## config.mk

```make
export PLATFORM = sky130hd
export DESIGN_NAME = cntry_req_gen_flat
export DESIGN_NICKNAME = d
export VERILOG_FILES = /design/src/rtl/cntry_req_gen_if.sv /design/src/rtl/cntry_req_gen.sv /design/src/flat_wrapper.sv
export SDC_FILE = /design/constraint.sdc
export NUM_CORES = 1
export LEC_CHECK = 0
export CELL_PAD_IN_SITES_DETAIL_PLACEMENT = 1
export CELL_PAD_IN_SITES_GLOBAL_PLACEMENT = 2
export CORE_MARGIN = 3
export CORE_UTILIZATION = 38
export CTS_CLUSTER_DIAMETER = 120
export DETAILED_ROUTE_END_ITERATION = 12
export GPL_TIMING_DRIVEN = 0
export PLACE_DENSITY = 0.9
export SLEW_MARGIN = 0
export SYNTH_ARGS = -nofsm -noshare
export SYNTH_HDL_FRONTEND = slang
export SYNTH_SLANG_ARGS = --single-unit
```

## constraint.sdc

```tcl
create_clock -name clock -period 7.25 [get_ports clock]
set_input_delay 1.45 -clock clock [delete_from_list [all_inputs] [get_ports clock]]
set_output_delay 1.45 -clock clock [all_outputs]
set_load 0.005 [all_outputs]
```

## src/rtl/cntry_req_gen_if.sv

```systemverilog
// Signal-controller side bundle for the country-road request generator.
// Inputs: detector and light codes; outputs: request, queue count, error flag.
// No flow control; every signal is level-valued each cycle.
interface cntry_req_gen_if;
    logic       loop_raw;
    logic [1:0] hwy;
    logic [1:0] cntry;
    logic       X;
    logic [3:0] car_count;
    logic       err;

    modport master (
        output loop_raw, hwy, cntry,
        input  X, car_count, err
    );

    modport slave (
        input  loop_raw, hwy, cntry,
        output X, car_count, err
    );
endinterface

```

## src/rtl/cntry_req_gen.sv

```systemverilog
// Debounces the country loop detector, tracks queued vehicles and requests green.
// Latency: request rises 3+DEBOUNCE edges after loop_raw rises (7 at defaults).
// No backpressure: the controller samples X each cycle; nothing stalls this block.
module cntry_req_gen #(
    parameter int DEBOUNCE   = 4,
    parameter int DEPART_CYC = 2,
    parameter int MAX_GREEN  = 8
) (
    input  logic             clock,
    input  logic             clear,
    cntry_req_gen_if.slave   bus
);

    localparam logic [1:0] RED     = 2'd0;
    localparam logic [1:0] GREEN   = 2'd2;
    localparam logic [1:0] ILLEGAL = 2'd3;

    localparam logic [3:0] DEB_LAST = 4'(DEBOUNCE - 1);
    localparam logic [3:0] DEP_LAST = 4'(DEPART_CYC - 1);
    localparam logic [7:0] GRN_LAST = 8'(MAX_GREEN - 1);

    typedef enum logic [1:0] {
        IDLE    = 2'd0,
        REQ     = 2'd1,
        SERVE   = 2'd2,
        HOLDOFF = 2'd3
    } state_t;

    state_t     state, state_nxt;
    logic       s1, s2, filt;
    logic [3:0] deb_cnt;
    logic [3:0] dep_cnt;
    logic [7:0] grn_cnt;
    logic [3:0] car_count;
    logic       err;

    logic deb_done, arrive, depart, cntry_green, bad_lights;

    assign deb_done    = (deb_cnt == DEB_LAST);
    assign arrive      = ~filt & s2 & deb_done;
    assign cntry_green = (bus.cntry == GREEN);
    assign depart      = cntry_green & (dep_cnt == DEP_LAST);
    assign bad_lights  = ((bus.hwy != RED) && (bus.cntry != RED)) ||
                         (bus.hwy == ILLEGAL) || (bus.cntry == ILLEGAL);

    // Two-flop synchronizer followed by a run-length debounce filter.
    always_ff @(posedge clock) begin
        if (clear) begin
            s1      <= 1'b0;
            s2      <= 1'b0;
            filt    <= 1'b0;
            deb_cnt <= 4'd0;
        end else begin
            s1 <= bus.loop_raw;
            s2 <= s1;
            if (s2 != filt) begin
                if (deb_done) begin
                    filt    <= s2;
                    deb_cnt <= 4'd0;
                end else begin
                    deb_cnt <= deb_cnt + 4'd1;
                end
            end else begin
                deb_cnt <= 4'd0;
            end
        end
    end

    always_ff @(posedge clock) begin
        if (clear || !cntry_green || depart) begin
            dep_cnt <= 4'd0;
        end else begin
            dep_cnt <= dep_cnt + 4'd1;
        end
    end

    // Arrival and departure on the same edge cancel out.
    always_ff @(posedge clock) begin
        if (clear) begin
            car_count <= 4'd0;
        end else begin
            case ({arrive, depart})
                2'b10:   if (car_count != 4'd15) car_count <= car_count + 4'd1;
                2'b01:   if (car_count != 4'd0)  car_count <= car_count - 4'd1;
                default: car_count <= car_count;
            endcase
        end
    end

    always_ff @(posedge clock) begin
        if (clear) begin
            err <= 1'b0;
        end else begin
            err <= err | bad_lights;
        end
    end

    always_ff @(posedge clock) begin
        if (clear) begin
            grn_cnt <= 8'd0;
        end else if (state == REQ) begin
            grn_cnt <= 8'd0;
        end else if (state == SERVE) begin
            grn_cnt <= grn_cnt + 8'd1;
        end
    end

    always_ff @(posedge clock) begin
        if (clear) begin
            state <= IDLE;
        end else begin
            state <= state_nxt;
        end
    end

    always_comb begin
        state_nxt = state;
        case (state)
            IDLE:    if (car_count != 4'd0) state_nxt = REQ;
            REQ:     if (cntry_green) state_nxt = SERVE;
            SERVE:   if ((car_count == 4'd0) || (grn_cnt == GRN_LAST) || !cntry_green)
                         state_nxt = HOLDOFF;
            HOLDOFF: if ((bus.hwy == GREEN) && (bus.cntry == RED)) state_nxt = IDLE;
            default: state_nxt = IDLE;
        endcase
    end

    always_comb begin
        bus.X         = (state == REQ) || (state == SERVE);
        bus.car_count = car_count;
        bus.err       = err;
    end

endmodule

```

## src/flat_wrapper.sv

```systemverilog
// flat-port wrapper written by rule: the top's interface ports become plain ports
module cntry_req_gen_flat 
#(
    parameter int DEBOUNCE   = 4,
    parameter int DEPART_CYC = 2,
    parameter int MAX_GREEN  = 8
)
  (clock, clear, bus_loop_raw, bus_hwy, bus_cntry, bus_X, bus_car_count, bus_err);
  cntry_req_gen_if bus_i ();
  input  logic clock;
  input  logic clear;
  input wire logic [$bits(bus_i.loop_raw)-1:0] bus_loop_raw;
  input wire logic [$bits(bus_i.hwy)-1:0] bus_hwy;
  input wire logic [$bits(bus_i.cntry)-1:0] bus_cntry;
  output wire logic [$bits(bus_i.X)-1:0] bus_X;
  output wire logic [$bits(bus_i.car_count)-1:0] bus_car_count;
  output wire logic [$bits(bus_i.err)-1:0] bus_err;
  assign bus_i.loop_raw = bus_loop_raw;
  assign bus_i.hwy = bus_hwy;
  assign bus_i.cntry = bus_cntry;
  assign bus_X = bus_i.X;
  assign bus_car_count = bus_i.car_count;
  assign bus_err = bus_i.err;
  cntry_req_gen #(.DEBOUNCE(DEBOUNCE), .DEPART_CYC(DEPART_CYC), .MAX_GREEN(MAX_GREEN)) u_core (.clock(clock), .clear(clear), .bus(bus_i));
endmodule
```

== Word level (Yosys, flattened, before mapping) ==
Cells that the tools add are included.

* Memories kept: 0
* ROM bits: 0
* RAM bits: 0
* Bits of input ports: 7
* Bits in latches: 0
* Register bits: 26

* Shifts and indexed selects: 0
* $lt $le $gt $ge: 0
* Reductions and logical operators: 22
* Bitwise operators: 6
* Divide/modulo/power cells: 0
* Equality and inequality tests: 20
* $mul: 0
* Add/sub/neg operators: 5
* Mux-type cells: 8

{| class="wikitable"
|+ Operators by type and width
! cell !! count
|-
| equality test 2 bit (second input constant) || 7
|-
| adder 4 x 1 -> 4 bit (second input constant) || 3
|-
| inequality test 2 x 1 -> 1 bit (second input constant) || 5
|-
| adder 8 x 1 -> 8 bit (second input constant) || 1
|-
| equality test 8 x 3 -> 1 bit (second input constant) || 1
|-
| two-way mux 2 bit || 4
|-
| two-way mux 4 bit || 2
|-
| one-hot mux 2 bit (4 select lines) || 1
|-
| one-hot mux 4 bit (2 select lines) || 1
|-
| logical OR 1 bit || 7
|-
| nonzero test 2 bit || 3
|-
| equality test 2 x 1 -> 1 bit (second input constant) || 2
|-
| equality test 4 x 1 -> 1 bit (second input constant) || 1
|-
| equality test 4 x 2 -> 1 bit (second input constant) || 1
|-
| zero test 2 bit || 2
|-
| zero test 4 bit || 1
|-
| inequality test 4 bit (second input constant) || 1
|-
| AND reduction 4 bit || 1
|-
| nonzero test 4 bit || 1
|-
| subtractor 4 x 1 -> 4 bit (second input constant) || 1
|-
| bitwise AND 1 bit || 3
|-
| AND reduction 3 bit || 1
|-
| OR reduction 3 bit || 1
|-
| logical AND 1 bit || 2
|-
| other kinds (7) || 8
|}

== Depth between registers and ports, before layout ==
Gate-level depths: netlist of the first run.

* Word-level depth: 6
* Mapped depth: 12
* Mapped depth without buffers: 12

== Worst setup path after synthesis of the first run ==
OpenSTA, ideal clock, no wires.

* Path kind: input to register
* Start: input port bus_cntry[1]
* End: register u_core.car_count[3], in the netlist u_core.bus.car_count[3]
* Path buffers: 0
* Library setup time: 121 ps
* Path slack: 4034 ps
* Stages on the path: 7
* Arrival time: 3095 ps
* Path through: or2b_1 nand2b_1 ha_1 and4_1 a221oi_2 a21boi_0 mux2_2

* Longest elaborated chain between the ends: 5
* Elaborated cells on any way between the ends: 9
* Those cells by class: eq/ne: 5; mux: 1; bitwise: 1; reduce/logical: 2

{| class="wikitable"
|+ Ends and longest elaborated chain
! element !! line !! text
|-
| start, declared || flat_wrapper.sv:14 || <nowiki>input wire logic [$bits(bus_i.cntry)-1:0] bus_cntry;</nowiki>
|-
| equality test 2 bit (*) || cntry_req_gen.sv:41 || <nowiki>assign cntry_green = (bus.cntry == GREEN);</nowiki>
|-
| bitwise AND 1 bit (*) || cntry_req_gen.sv:42 || <nowiki>assign depart = cntry_green & (dep_cnt == DEP_LAST);</nowiki>
|-
| equality test 2 x 1 -> 1 bit or equality test 2 bit (tied branches) || cntry_req_gen.sv:82 || <nowiki>case ({arrive, depart})</nowiki>
|-
| inequality test 2 x 1 -> 1 bit (no source line) or nonzero test 2 bit (tied branches) || n/a ||
|-
| AND reduction 3 bit (no source line) || n/a ||
|-
| end signal, assigned || cntry_req_gen.sv:83 || <nowiki>2'b10: if (car_count != 4'd15) car_count <= car_count + 4'd1;</nowiki>
|-
| end signal, assigned || cntry_req_gen.sv:84 || <nowiki>2'b01: if (car_count != 4'd0) car_count <= car_count - 4'd1;</nowiki>
|-
| end signal, assigned || cntry_req_gen.sv:85 || <nowiki>default: car_count <= car_count;</nowiki>
|-
| end, declared || cntry_req_gen.sv:34 || <nowiki>logic [3:0] car_count;</nowiki>
|}

Mark *: on every way between the ends. The rest lies on a longest branch, timed or not.
A chain may end at the register's enable or synchronous reset.

== Worst setup path after layout of the first run ==
Ends and elaborated chain as after synthesis.

==> results_dict.tcl, run 1 <==
set metrics [dict create \
    yosysUniqueCellTypes 39 \
    netlist_area_sq_um 1370 \
    die_h_um 66.0 \
    path_buf_inv 1 \
    worst_setup_path_start_kind "primary input" \
    hold_viol 0 \
    power_density_nw_per_um2 179 \
    final_cell_mix "dfxtp_1 (26), nor2_1 (18), ha_1 (14)" \
    cts.sinks 26 \
    crit_family "compound AO/OA/AOI/OAI gates" \
    ys_top_cells_by_area "dfxtp_1 (38%), ha_1 (13%), nor2_1 (4.9%)" \
    path_cells "clkdlybuf4s50_1 > or2b_1 > nand2b_1 > ha_1 > and4_1 > a221oi_2 > a21boi_0 > mux2_2" \
    hpwl_um 2170 \
    antenna_cells 0 \
    tns_ps 0 \
    core.rowCount 21 \
    rr_worst_depth 7 \
    synth_compound_area_share_pct 9.95 \
    syn_avg_cell_area_sq_um 9.38 \
    finalCritPeriodShare_pct 50.2 \
    cp.required_ps 7480 \
    totalWireLength_um 2730 \
    antenna_left 0 \
    drcViolationCount 0 \
    worstReg2RegStart "u_core.deb_cnt[0]" \
    gp_congestion 0.764 \
    fp.dieArea_sq_um 4360 \
    grt_max_degree 15 \
    synthXorXnorAreaFrac_pct 7.67 \
    dr.first_iter.drc_count 34 \
    irDropWorstVdd_uv 122 \
    yosys.area_share.simple_pct 23.5 \
    core_area_sq_um 3420 \
    arrival_ps 3870 \
    pre_cts_ws_ps 3240 \
    synth_edf_count 0 \
    synth_seq_cells 26 \
    critPathMaxStageDelay_ps 540 \
    worst_pin_slew_ps 475 \
    drt_first_pass_iters 4 \
    cp_slowest_cell "clkdlybuf4s50_1" \
    clk_latency_ps 320 \
    min-delay-path-class "reg -> reg" \
    groute.usage.overall_pct 14.3 \
    numCtsBuffers 3 \
    yosysWarnings 0 \
    final_common_cell "dfxtp_1" \
    cap_violations 0 \
    postCtsHoldBufs 0 \
    seq_area_frac_synth_pct 38.0 \
    cts-root-buf "clkbuf_4" \
    vias 1055 \
    grt_pass1_wl_um 4910 \
    synth_nets 167 \
    synth_top_family_by_area "simple AND/OR/NAND/NOR gates" \
    grt-ovfl-total 0 \
    post_cts_resized 0 \
    fmax_mhz 275 \
    setup_ws_ps 3610 \
    drive_gt1_share_pct 7.41 \
    worst-path-stages 8 \
    min_delay_path_depth 1 \
    start_util_pct 40.1 \
    leakage_uw 0.000622 \
    cts_max_path_buffers 2 \
    synthAdderAreaFrac_pct 13.5 \
    synth_area_leader_cell "dfxtp_1" \
    synth_ff_type "dfxtp_1" \
    async_flop_share_pct 0 \
    ios 13 \
    nets 184 \
    endpoint_kind "flip-flop" \
    startpoint "bus_cntry[1]" \
    status "completed" \
    synth_mux_area_share_pct 3.74 \
    port_buffers 12 \
    antenna_found_initial 0 \
    fin_skew_ps 6.98 \
    fp.dieW_um 66.0 \
    wl_per_cell_um 13.1 \
    vias_per_cell 5.07 \
    synth_top_area_share_pct 38.0 \
    area_growth_pct 15.6 \
    grt_pass1_vias 1101 \
    rsz0062_at_grt "false" \
    post_cts_buffers 0 \
    min-delay-start "u_core.s1" \
    synthCells 146 \
    htree_levels 1 \
    drv_slew 0 \
    setup_viol 0 \
    path_class "in -> reg" \
    crit_fanout 5 \
    min_period_ps 3640 \
    max-slew-margin-rel_pct 68.4 \
    cts_tree "done" \
    clk_pin_slew_ps 140 \
]
[per-layer routing]
layer	vias up	share of wire, %	track usage, %
met2	6	55	28.3
met1	511	42	15.4
li1	536	-	-
met5	-	0	0
met4	0	0.48	1.52
met3	2	2.4	4.08
[power breakdown]
group	internal, uW	switching, uW	total (uW)	leakage (uW)
clock	30.7	41.5	72.2	0.0000210
sequential	148	4.94	153	0.000211
combinational	30.5	27.2	57.8	0.000390
[sequential cells by signal, summed over array words and instances (netlist names)]
register and count:
u_core.state 2, u_core.filt 1, u_core.bus.err 1, u_core.s1 1
u_core.deb_cnt 4, u_core.bus.car_count 4, u_core.s2 1, u_core.grn_cnt 8
u_core.dep_cnt 4
[synth_stat cells (2+ instances only)]
cell type / instances
nor2b_1: 4
nand3b_1: 2
o21ai_0: 5
nor2_1: 18
nand2b_1: 4
nand3_1: 2
mux2i_1: 4
or3_1: 4
nor3b_1: 3
a21oi_1: 7
dfxtp_1: 26
xnor2_1: 5
ha_1: 14
nand2_1: 4
clkbuf_1: 3
xor2_1: 7
nand4_1: 3
inv_1: 9
or2_2: 2
[kinds of logic after synthesis]
family | after synthesis
and+or+nand+nor | 55
muxes | 5
DFF | 26
adders and majority gates | 15
buffers and inverters | 13
xor gates and xnor gates | 12
AOI/OAI and AO/OA | 20
[per-stage QoR]
stage | instance area [sq um] | hold WS, ps | cells | total power [uW] | util [%]
finish | 1580 | 461 | 208 | 283 | 46.4
detailed placement | 1550 | 438 | 204 | 216 | 45.3
CTS | 1580 | 467 | 208 | 290 | 46.4
floorplan | 1370 | 414 | 146 | 195 | -
global route | 1580 | 478 | 208 | 302 | 46.4
global placement | 1550 | 429 | 204 | 213 | 45.3
[final timing paths]
| check | endpoint | slack [ps] |
|---|---|---|
| worst max register to register | u_core.bus.car_count[3] | 4590 |
| worst min-delay path | u_core.s2 | 460 |
| worst max-delay path | u_core.bus.car_count[3] | 3610 |
| worst min register to register | u_core.s2 | 460 |
[final cells by class]
class,count,area (sq um)
Buffer,4,16.3
Clock buffer,4,36.3
Fill cell,414,1830
Inverter,9,33.8
Multi-Input combinational cell,107,800
Sequential cell,26,520
Tap cell,46,57.6
Timing Repair Buffer,12,120
(Power assumes the default switching activity.)
==> run 2: changes to the inputs <==
--- a/config.mk
+++ b/config.mk
@@ -8,11 +8,11 @@
 export CELL_PAD_IN_SITES_DETAIL_PLACEMENT = 1
 export CELL_PAD_IN_SITES_GLOBAL_PLACEMENT = 2
 export CORE_MARGIN = 3
-export CORE_UTILIZATION = 38
+export CORE_UTILIZATION = 35
 export CTS_CLUSTER_DIAMETER = 120
 export DETAILED_ROUTE_END_ITERATION = 12
 export GPL_TIMING_DRIVEN = 0
-export PLACE_DENSITY = 0.9
+export PLACE_DENSITY = 0.84
 export SLEW_MARGIN = 0
 export SYNTH_ARGS = -nofsm -noshare
 export SYNTH_HDL_FRONTEND = slang
==> constraint.sdc (replaced) <==
create_clock -name clock -period 3.4 [get_ports clock]
set_input_delay 0.68 -clock clock [delete_from_list [all_inputs] [get_ports clock]]
set_output_delay 0.68 -clock clock [all_outputs]
set_load 0.005 [all_outputs]
==> results_dict.tcl, run 2 (synthesized netlist as in run 1, its figures left out) <==
set metrics [dict create \
    status "completed" \
    cts_tree "done" \
    min_delay_path_depth 1 \
    cp_slowest_cell "clkdlybuf4s50_1" \
    cap_violations 0 \
    crit_family "compound AO/OA/AOI/OAI gates" \
    power_uw 718 \
    worst_pin_slew_ps 491 \
    stdcell_count 210 \
    antenna_left 0 \
    cts.sinks 26 \
    ios 13 \
    start_util_pct 36.9 \
    fp.dieW_um 68.6 \
    drt_first_pass_iters 4 \
    tns_ps 0 \
    post_cts_resized 0 \
    drv_slew 0 \
    pre_cts_ws_ps 49.0 \
    rr_worst_depth 7 \
    core.rowCount 22 \
    postCtsHoldBufs 0 \
    hold_viol 0 \
    grt-ovfl-total 0 \
    crit_fanout 5 \
    cp.required_ps 3570 \
    dr.first_iter.drc_count 16 \
    antenna_found_initial 0 \
    htree_levels 1 \
    grt_pass1_vias 1111 \
    drive_gt1_share_pct 7.41 \
    path_cells "clkdlybuf4s50_1 > or2b_1 > nand2b_1 > ha_1 > and4_1 > a221oi_2 > a21boi_0 > mux2_2" \
    path_class "in -> reg" \
    groute.usage.overall_pct 14.8 \
    numCtsBuffers 3 \
    fp.dieArea_sq_um 4700 \
    min-delay-path-class "reg -> reg" \
    fin_skew_ps 5.07 \
    worst-path-stages 8 \
    grt_max_degree 16 \
    clk_latency_ps 280 \
    regArea_sq_um 520 \
    area_growth_pct 18.4 \
    setup_ws_ps 348 \
    min_period_ps 3050 \
    hold_slack_ps 450 \
    worst_setup_path_start_kind "primary input" \
    drcViolationCount 0 \
    power_density_nw_per_um2 443 \
    grt_pass1_wl_um 5140 \
    setup_viol 0 \
    cts-root-buf "clkbuf_8" \
    final_common_cell "dfxtp_1" \
    core_area_sq_um 3720 \
    antenna_cells 0 \
    vias 1044 \
    fmax_mhz 328 \
    vias_per_cell 4.97 \
    max-slew-margin-rel_pct 67.2 \
    leakage_uw 0.000637 \
    endpoint_kind "flip-flop" \
    largest_register "u_core.grn_cnt" \
    multi_input_area_sq_um 800 \
    gp_congestion 0.719 \
    hpwl_um 2310 \
    port_buffers 12 \
    placed_cells 206 \
    largest_reg_flops 8 \
    final_cell_mix "dfxtp_1 (26), nor2_1 (18), ha_1 (14)" \
    path_buf_inv 1 \
    post_cts_buffers 0 \
    totalWireLength_um 2930 \
    fillers 440 \
    wl_per_cell_um 13.9 \
    rsz0062_at_grt "false" \
    arrival_ps 3220 \
    irDropWorstVdd_uv 189 \
    cts_max_path_buffers 2 \
    clk_pin_slew_ps 90 \
    finalCritPeriodShare_pct 89.8 \
    critPathMaxStageDelay_ps 540 \
    nets 184 \
    die_h_um 68.6 \
]
run 2: final timing paths:
| path | end | from | slack, ps |
|---|---|---|---|
| worst max-delay path | u_core.bus.car_count[3] | bus_cntry[1] | 350 |
| worst min-delay path | u_core.s2 | u_core.s1 | 450 |
| worst max register to register | u_core.bus.car_count[3] | u_core.deb_cnt[0] | 640 |
| worst min register to register | u_core.s2 | u_core.s1 | 450 |
run 2: metal layers:
layer / wire length [um] / vias up / global-route usage (%)
li1: - / 531 / -
met1: 1290 / 496 / 17.2
met2: 1510 / 10 / 26.3
met3: 51 / 7 / 2.43
met4: 72 / 0 / 6.70
met5: 0 / - / 0
run 2: power breakdown:
part | internal (uW) | switching [uW]
Sequential | 316 | 12.4
Combinational | 66.6 | 63.4
Clock | 158 | 103
run 2: layout make-up:
| cell class | count | share of cell area (%) |
|---|---|---|
| Buffer | 4 | 1.00 |
| Tap cell | 48 | 3.70 |
| Sequential cell | 26 | 32.1 |
| Timing Repair Buffer | 12 | 7.41 |
| Clock inverter | 1 | 1.85 |
| Clock buffer | 3 | 2.55 |
| Inverter | 9 | 2.08 |
| Multi-Input combinational cell | 107 | 49.3 |
run 2: worst register-to-register path, delay by kind of cell, from the launching register on:
family	cells	cell delay [ps]
AO/OA/AOI/OAI	2	800
adder cells (fa/ha/maj)	2	500
flip-flops	1	360
multiplexers	1	370
AND/OR/NAND/NOR	2	630
run 2: through the flow:
step	cell area [sq um]	util, %
2_1_floorplan	1370	-
3_3_place_gp	1550	41.7
3_5_place_dp	1550	41.7
5_1_grt	1620	43.6
4_1_cts	1620	43.6
6_report	1620	43.6
==> run 3: changes to the inputs <==
--- a/config.mk
+++ b/config.mk
@@ -7,9 +7,10 @@
 export LEC_CHECK = 0
 export CELL_PAD_IN_SITES_DETAIL_PLACEMENT = 1
 export CELL_PAD_IN_SITES_GLOBAL_PLACEMENT = 2
-export CORE_MARGIN = 3
+export CORE_MARGIN = 2
 export CORE_UTILIZATION = 35
 export CTS_CLUSTER_DIAMETER = 120
+export CTS_CLUSTER_SIZE = 20
 export DETAILED_ROUTE_END_ITERATION = 12
 export GPL_TIMING_DRIVEN = 0
 export PLACE_DENSITY = 0.84
@@ -17,3 +18,4 @@
 export SYNTH_ARGS = -nofsm -noshare
 export SYNTH_HDL_FRONTEND = slang
 export SYNTH_SLANG_ARGS = --single-unit
+export TNS_END_PERCENT = 100
==> results_dict.tcl, run 3 (synthesized netlist as in run 1, its figures left out) <==
set metrics [dict create \
    cts_max_path_buffers 2 \
    grt_pass1_wl_um 4920 \
    worst_pin_slew_ps 452 \
    drv_slew 0 \
    core.rowCount 22 \
    fin_skew_ps 3.90 \
    cts_tree "done" \
    antenna_found_initial 0 \
    grt_pass1_vias 1080 \
    crit_fanout 5 \
    groute.usage.overall_pct 14.7 \
    startpoint "bus_cntry[1]" \
    post_cts_resized 0 \
    dr.first_iter.drc_count 10 \
    grt-ovfl-total 0 \
    critPathMaxStageDelay_ps 530 \
    die_h_um 66.6 \
    post_cts_buffers 0 \
    path_class "in -> reg" \
    core_area_sq_um 3720 \
    totalWireLength_um 2830 \
    irDropWorstVdd_uv 139 \
    power_density_nw_per_um2 399 \
    drive_gt1_share_pct 6.83 \
    rrSetupSlack_ps 780 \
    port_buffers 12 \
    clk_latency_ps 270 \
    cts-root-buf "clkbuf_8" \
    fp.dieW_um 66.6 \
    cp_slowest_cell "clkdlybuf4s50_1" \
    min_period_ps 2910 \
    ios 13 \
    start_util_pct 36.9 \
    tns_ps 0 \
    final_common_cell "dfxtp_1" \
    fp.dieArea_sq_um 4430 \
    hold_viol 0 \
    drcViolationCount 0 \
    nets 184 \
    largest_reg_flops 8 \
    min-delay-path-class "reg -> reg" \
    min-delay-start "u_core.deb_cnt[0]" \
    clk_pin_slew_ps 80 \
    leakage_uw 0.000622 \
    largest_register "u_core.grn_cnt" \
    arrival_ps 3080 \
    rsz0062_at_grt "false" \
    antenna_left 0 \
    worstReg2RegStart "u_core.deb_cnt[0]" \
    max-slew-margin-rel_pct 69.9 \
    cap_violations 0 \
    gp_congestion 0.699 \
    status "completed" \
    htree_levels 1 \
    path_cells "clkdlybuf4s50_1 > or2b_1 > nand2b_1 > ha_1 > and4_1 > a221oi_2 > a21boi_0 > mux2_2" \
    antenna_cells 0 \
    fmax_mhz 344 \
    postCtsHoldBufs 0 \
    vias 1072 \
    cp.required_ps 3570 \
    hpwl_um 2200 \
    drt_first_pass_iters 2 \
    path_buf_inv 1 \
    cts.sinks 26 \
    setup_viol 0 \
    endpoint_kind "flip-flop" \
    finalCritPeriodShare_pct 85.6 \
    final_cell_mix "dfxtp_1 (26), nor2_1 (18), ha_1 (14)" \
    worst_setup_path_start_kind "primary input" \
    wl_per_cell_um 13.5 \
    grt_max_degree 14 \
    area_growth_pct 16.2 \
    numCtsBuffers 3 \
    crit_family "compound AO/OA/AOI/OAI gates" \
    fin_util_pct 42.8 \
    vias_per_cell 5.13 \
]
run 3: changes by cell type in the layout (fill, tap and decap cells not counted), sizes merged:
cell and change:
bufinv -1
run 3: stage by stage:
step           power, uW  std cells  hold WS, ps  setup WS, ps  instance area [sq um]
2_1_floorplan        415        146          414           954                   1370
3_3_place_gp         457        206          423           191                   1550
3_5_place_dp         465        206          440           191                   1550
4_1_cts              646        209          462           487                   1590
5_1_grt              677        209          479           371                   1590
6_report             635        209          455           491                   1590
run 3: cell type report:
| cell class | count | area (sq um) |
|---|---|---|
| Inverter | 9 | 33.8 |
| Multi-Input combinational cell | 107 | 800 |
| Buffer | 4 | 16.3 |
| Timing Repair Buffer | 12 | 120 |
| Fill cell | 433 | 2120 |
| Sequential cell | 26 | 520 |
| Clock buffer | 3 | 41.3 |
| Tap cell | 48 | 60.1 |
run 3: final timing paths:
kind              cells past startpoint                       to
hold reg to reg                       1        u_core.deb_cnt[0]
setup / recovery                      8  u_core.bus.car_count[3]
hold / removal                        1        u_core.deb_cnt[0]
setup reg to reg                      7  u_core.bus.car_count[3]
run 3: power breakdown:
| part | switching [uW] | internal (uW) | total, uW |
|---|---|---|---|
| registers | 11.6 | 316 | 327 |
| logic | 64.5 | 66.5 | 131 |
| clock network | 97.3 | 79.6 | 177 |
run 3: metal layers:
| layer | share of wire [%] | track usage [%] | up-vias |
|---|---|---|---|
| met3 | 2.5 | 2.53 | 6 |
| li1 | - | - | 536 |
| met1 | 42 | 16.5 | 522 |
| met4 | 1.9 | 6.89 | 0 |
| met5 | 0 | 0 | - |
| met2 | 54 | 26.8 | 8 |
